<file path="src/rtl/des_pkg.sv">
// Shared DES key-schedule constants: widths, per-round shift counts, PC2 table,
// FSM states and the 28-bit half-key rotator.
package des_pkg;

    localparam int KEY56_W    = 56;
    localparam int HALF_W     = 28;
    localparam int SUBKEY_W   = 48;
    localparam int ROUND_W    = 4;
    localparam int NUM_ROUNDS = 16;

    // SH[r-1] is the left-rotate amount applied to produce C_r/D_r.
    localparam logic [1:0] SH [NUM_ROUNDS] = '{
        2'd1, 2'd1, 2'd2, 2'd2, 2'd2, 2'd2, 2'd2, 2'd2,
        2'd1, 2'd2, 2'd2, 2'd2, 2'd2, 2'd2, 2'd2, 2'd1
    };

    // PC2 source bit (1-based, bit 1 = MSB of C||D) for each subkey bit 1..48.
    localparam int PC2_TBL [SUBKEY_W] = '{
        14, 17, 11, 24,  1,  5,  3, 28, 15,  6, 21, 10,
        23, 19, 12,  4, 26,  8, 16,  7, 27, 20, 13,  2,
        41, 52, 31, 37, 47, 55, 30, 40, 51, 45, 33, 48,
        44, 49, 39, 56, 34, 53, 46, 42, 50, 36, 29, 32
    };

    typedef enum logic {
        IDLE = 1'b0,
        RUN  = 1'b1
    } ks_state_t;

    // Left rotation moves bits toward the MSB; amount is 1 or 2.
    function automatic logic [HALF_W-1:0] rot28(input logic [HALF_W-1:0] v,
                                                input logic [1:0]        amt,
                                                input logic              left);
        logic [HALF_W-1:0] r;
        r = v;
        if (left) begin
            if (amt == 2'd2) r = {v[HALF_W-3:0], v[HALF_W-1:HALF_W-2]};
            else             r = {v[HALF_W-2:0], v[HALF_W-1]};
        end else begin
            if (amt == 2'd2) r = {v[1:0], v[HALF_W-1:2]};
            else             r = {v[0], v[HALF_W-1:1]};
        end
        return r;
    endfunction

endpackage

</file>
<file path="src/rtl/des_key_schedule_if.sv">
// Load/command and subkey-stream signals between PC1 stage, key schedule and round datapath.
interface des_key_schedule_if;
    import des_pkg::*;

    logic                start;
    logic                decrypt;
    logic [KEY56_W-1:0]  pc1_key;
    logic [SUBKEY_W-1:0] subkey;
    logic                subkey_valid;
    logic                subkey_ready;
    logic [ROUND_W-1:0]  round_idx;
    logic                busy;
    logic                done;

    modport master (
        output start, decrypt, pc1_key, subkey_ready,
        input  subkey, subkey_valid, round_idx, busy, done
    );

    modport slave (
        input  start, decrypt, pc1_key, subkey_ready,
        output subkey, subkey_valid, round_idx, busy, done
    );

endinterface

</file>
<file path="src/rtl/des_pc2.sv">
// DES PC2 compression permutation, 56 -> 48 bits.
// Latency: purely combinational.
// Backpressure: none, pure wiring.
module des_pc2
    import des_pkg::*;
(
    input  logic [KEY56_W-1:0]  cd,
    output logic [SUBKEY_W-1:0] k
);

    for (genvar j = 0; j < SUBKEY_W; j++) begin : g_bit
        assign k[SUBKEY_W-1-j] = cd[KEY56_W-PC2_TBL[j]];
    end

endmodule

</file>
<file path="src/rtl/des_key_schedule.sv">
// Sequential DES key schedule: loads C0||D0, streams K1..K16 (or K16..K1 for decrypt).
// Latency: first subkey visible one cycle after start; then one subkey per accept.
// Backpressure: subkey/round_idx hold while subkey_valid && !subkey_ready.
module des_key_schedule
    import des_pkg::*;
(
    input  logic             clk,
    input  logic             rst_n,
    des_key_schedule_if.slave ks
);

    ks_state_t          state, state_nxt;
    logic [HALF_W-1:0]  c_q, d_q;
    logic [ROUND_W-1:0] cnt;
    logic               dec;
    logic               done_q;
    logic               accept;
    logic               last;
    logic [1:0]         step_amt;

    assign accept = (state == RUN) && ks.subkey_ready;
    assign last   = (cnt == 4'd15);

    // Encrypt steps forward to the next round's shift; decrypt undoes the
    // shift of the round that was just emitted.
    assign step_amt = dec ? SH[4'd15 - cnt] : SH[cnt + 4'd1];

    always_ff @(posedge clk or negedge rst_n) begin
        if (!rst_n) state <= IDLE;
        else        state <= state_nxt;
    end

    always_comb begin
        state_nxt = state;
        case (state)
            IDLE:    if (ks.start)      state_nxt = RUN;
            RUN:     if (accept && last) state_nxt = IDLE;
            default:                    state_nxt = IDLE;
        endcase
    end

    always_comb begin
        ks.subkey_valid = (state == RUN);
        ks.busy         = (state == RUN);
        ks.round_idx    = dec ? (4'd15 - cnt) : cnt;
        ks.done         = done_q;
    end

    always_ff @(posedge clk or negedge rst_n) begin
        if (!rst_n) begin
            c_q    <= '0;
            d_q    <= '0;
            cnt    <= '0;
            dec    <= 1'b0;
            done_q <= 1'b0;
        end else begin
            done_q <= 1'b0;
            if (state == IDLE && ks.start) begin
                dec <= ks.decrypt;
                cnt <= '0;
                // C0||D0 already equals C16||D16 since the shifts total 28.
                if (ks.decrypt) begin
                    c_q <= ks.pc1_key[KEY56_W-1:HALF_W];
                    d_q <= ks.pc1_key[HALF_W-1:0];
                end else begin
                    c_q <= rot28(ks.pc1_key[KEY56_W-1:HALF_W], 2'd1, 1'b1);
                    d_q <= rot28(ks.pc1_key[HALF_W-1:0], 2'd1, 1'b1);
                end
            end else if (accept) begin
                if (last) begin
                    done_q <= 1'b1;
                end else begin
                    cnt <= cnt + 4'd1;
                    c_q <= rot28(c_q, step_amt, ~dec);
                    d_q <= rot28(d_q, step_amt, ~dec);
                end
            end
        end
    end

    des_pc2 u_pc2 (
        .cd ({c_q, d_q}),
        .k  (ks.subkey)
    );

endmodule

</file>
<file path="src/flat_wrapper.sv">
// flat-port wrapper written by rule: the top's interface ports become plain ports
module des_key_schedule_flat import des_pkg::*;
  (clk, rst_n, ks_start, ks_decrypt, ks_pc1_key, ks_subkey_ready, ks_subkey, ks_subkey_valid, ks_round_idx, ks_busy, ks_done);
  des_key_schedule_if ks_i ();
  input  logic clk;
  input  logic rst_n;
  input wire logic [$bits(ks_i.start)-1:0] ks_start;
  input wire logic [$bits(ks_i.decrypt)-1:0] ks_decrypt;
  input wire logic [$bits(ks_i.pc1_key)-1:0] ks_pc1_key;
  input wire logic [$bits(ks_i.subkey_ready)-1:0] ks_subkey_ready;
  output wire logic [$bits(ks_i.subkey)-1:0] ks_subkey;
  output wire logic [$bits(ks_i.subkey_valid)-1:0] ks_subkey_valid;
  output wire logic [$bits(ks_i.round_idx)-1:0] ks_round_idx;
  output wire logic [$bits(ks_i.busy)-1:0] ks_busy;
  output wire logic [$bits(ks_i.done)-1:0] ks_done;
  assign ks_i.start = ks_start;
  assign ks_i.decrypt = ks_decrypt;
  assign ks_i.pc1_key = ks_pc1_key;
  assign ks_i.subkey_ready = ks_subkey_ready;
  assign ks_subkey = ks_i.subkey;
  assign ks_subkey_valid = ks_i.subkey_valid;
  assign ks_round_idx = ks_i.round_idx;
  assign ks_busy = ks_i.busy;
  assign ks_done = ks_i.done;
  des_key_schedule u_core (.clk(clk), .rst_n(rst_n), .ks(ks_i));
endmodule
</file>
<file path="config.mk">
export PLATFORM = sky130hd
export DESIGN_NAME = des_key_schedule_flat
export DESIGN_NICKNAME = d
export VERILOG_FILES = /design/src/rtl/des_pkg.sv /design/src/rtl/des_key_schedule_if.sv /design/src/rtl/des_pc2.sv /design/src/rtl/des_key_schedule.sv /design/src/flat_wrapper.sv
export SDC_FILE = /design/constraint.sdc
export NUM_CORES = 1
export LEC_CHECK = 0
export CELL_PAD_IN_SITES_DETAIL_PLACEMENT = 1
export CELL_PAD_IN_SITES_GLOBAL_PLACEMENT = 2
export CORE_UTILIZATION = 35
export CTS_BUF_LIST = sky130_fd_sc_hd__clkbuf_8
export CTS_CLUSTER_DIAMETER = 120
export DETAILED_ROUTE_END_ITERATION = 12
export PLACE_DENSITY_LB_ADDON = 0.1
export REMOVE_ABC_BUFFERS = 1
export SLEW_MARGIN = 20
export SYNTH_ARGS = -nofsm -noshare
export SYNTH_HDL_FRONTEND = slang
export SYNTH_HIERARCHICAL = 1
export SYNTH_SLANG_ARGS = --single-unit
</file>
<file path="constraint.sdc">
create_clock -name clk -period 3.65 [get_ports clk]
set_input_delay 1.095 -clock clk [delete_from_list [all_inputs] [get_ports clk]]
set_output_delay 1.095 -clock clk [all_outputs]
set_load 0.03 [all_outputs]
</file>
==> impl_metrics.yaml <==
worst_setup_path:
  endpoint_kind: "output port"
  start_kind: "flip-flop"
  max_stage_delay_ns: 0.71
  r2r_end: "u_core/d_q[13]"
  critical_path_class: "flip-flop to output port"
  cp.arrival_ns: 1.95
  crit_chain: "xor2_1, clkdlybuf4s50_1"
  crit_cells: 2
  ff2ff_setup_slack_ns: 0.75
  cp.buffers_inverters: 1
  reg2regPathDepth: 7
  crit_family: "flip-flops"
  cp.required_ns: 2.55
  r2r_start: "u_core/cnt[1]"
  cp_max_fo: 19
  slowest_stage: "dfrtp_2"
finish:
  fill_cells: 1766
  drive_above_1_share_pct: 15.3
  multi_input_area_mm2: 0.00327
  regArea_mm2: 0.00158
  insertedDiodeCount: 0
  final_util_pct: 43.2
  area_growth_pct: 19.7
  final_area_mm2: 0.00662
  nets: 713
grt:
  grt_max_degree: 85
  antenna_found_initial: 0
  gr-total-overflow: 0
  grt_pass1_wl_um: 29600
  grt_pass1_vias: 5247
  grt_usage_pct: 23.3
drt:
  postRouteAntennaNets: 0
  drt_iter0_drc: 362
  routed_wl_um: 18400
  dr.pass1.iters: 5
  routedWlPerCell_um: 21.2
  vias: 5102
  avgViaCountPerCell: 5.91
  drc_errors: 0
synth:
  synth-async-reset-ratio_pct: 100
  synth_cells: 614
  syn-cell-area_mm2: 0.00553
  synth_enable_flop_cells: 0
  yosys.area.top_type: "dfrtp_1"
  synth_warnings: 6
  yosysUniqueCellTypes: 40
  yosysTopAreaCellShare_pct: 28.5
  ys_ff_latch: 63
  synthFlopType: "dfrtp_1"
  ys_top_cells_by_count: "nor2_1, dfrtp_1, mux2i_1"
  yosys-top-cells-area: "dfrtp_1, mux2i_1, mux2_2, buf_4, a221oi_1"
  synth_seq_area_share_pct: 28.5
  yosysMostFrequentCell: "nor2_1"
  avgSynthCellArea_um2: 9.00
timing:
  hold_violations: 0
  layout_min_cycle_time_ns: 3.04
  timing.final.crit_share_pct: 83.3
  clock_skew_ns: 0.0137
  drv_slew: 0
  relSlewSlack_pct: 32.8
  fmax_ghz: 0.329
  setup_violations: 0
  rsz0062_at_grt: "false"
  worst_pin_slew_ns: 1.01
place:
  postPlaceCellArea_mm2: 0.00645
  gp_congestion: 0.743
  hpwlAfterDp_um: 11500
  portBuffers: 115
clocking:
  numCtsBuffers: 9
  post_cts_buffers: 0
  cts_buffer_depth: 2
  clkTransAtPathRegs_ns: 0.07
  cts_resized: 0
  hold_buffers: 0
  tritoncts: "built"
  cts.htree.levels: 3
  cts_root_buf: "clkbuf_8"
  clock-sinks: 63
  insertion_delay_ns: 0.37
power_and_ir_drop:
  p_per_area_mw_per_mm2: 1040
  p_leak_nw: 2.59
  max-vdd-ir-drop_uv: 344
worst_hold_path:
  min-delay-start: "u_core/ks.busy"
  hp-class: "flip-flop to flip-flop"
  min_to: "u_core/ks.busy"
  hold_path_depth: 2
floorplan:
  die_x_um: 128
  die_h_um: 128
  start_util_pct: 36.1
  num_io_pins: 116
  rows: 45
  core_mm2: 0.0153
  die_area_mm2: 0.0163
job:
  maxCapViolations: 0
outcome:
  status: "completed"
-- worst min-delay path, stage by stage (launching register included) --
cell and delay (ns):
dfrtp_1 0.43, nor2_1 0.07, nor2_1 0.08
-- layout by cell type (no fill, tap or decap), types with 15 or more instances in the layout --
master / n
nand3_1: 41
clkdlybuf4s50_1: 113
a221oi_2: 15
a221oi_1: 41
o21ai_0: 44
mux2_2: 41
mux2i_1: 56
nor2_1: 64
a21oi_1: 55
dfrtp_1: 62
nand2_1: 20
-- state kept, by name, summed over array words and instances (netlist names) --
name and flops:
u_core/ks.done 1, u_core/c_q 28, u_core/ks.busy 1, u_core/d_q 28, u_core/cnt 4, u_core/dec 1
-- power breakdown --
part / internal [W] / switching [W] / leakage [nW] / total (W)
combinational: 0.00197 / 0.00253 / 1.78 / 0.00449
clock: 0.000252 / 0.000297 / 0.102 / 0.000549
sequential: 0.00106 / 0.000763 / 0.709 / 0.00182
total: 0.00328 / 0.00359 / 2.59 / 0.00686
-- how the worst max path moves through the flow --
stage / start / to / slack [ns]
2_1_floorplan: ks_start / u_core/c_q[10] / -1.73
3_3_place_gp: ks_start / u_core/d_q[0] / 0.36
3_5_place_dp: ks_start / u_core/d_q[0] / 0.33
4_1_cts: u_core/dec / ks_round_idx[0] / 0.58
5_1_grt: u_core/dec / ks_round_idx[3] / 0.46
6_report: u_core/dec / ks_round_idx[2] / 0.61
-- layout make-up --
type / count / area share (%)
clock inverter: 6 / 0.359
inverter: 2 / 0.113
sequential: 63 / 23.8
multi-input combinational: 441 / 49.4
clock buffer: 10 / 2.08
tap: 211 / 3.99
timing repair buffer: 131 / 20.2
-- metal layers --
metal	global-route usage [%]	wire length, um	vias up
met2	38.5	8590	166
met5	0	0	-
met1	30.4	8490	2572
met4	8.93	309	0
li1	-	-	2341
met3	4.10	971	23
-- cell families (layout without fill, tap and decap cells) --
family,Yosys count,count (layout),share of synthesized area (%)
AND/OR/NAND/NOR,138,138,11.9
XOR/XNOR,6,6,1.09
multiplexers,97,97,18.5
flip-flops,63,63,28.5
buffers and inverters,110,149,12.7
AO/OA/AOI/OAI,196,196,26.3
adder cells (fa/ha/maj),4,4,0.906
-- per-stage QoR --
step,setup slack (ns),TNS (ns),cells,hold slack (ns),power [W]
floorplan,-1.73,-93.72,506,0.552,0.00450
global placement,0.357,0,848,0.591,0.00622
detailed placement,0.333,0,848,0.607,0.00631
CTS,0.576,0,864,0.622,0.00688
global route,0.457,0,864,0.655,0.00735
finish,0.609,0,864,0.613,0.00686
No activity file was read; power rests on OpenSTA's default activity.
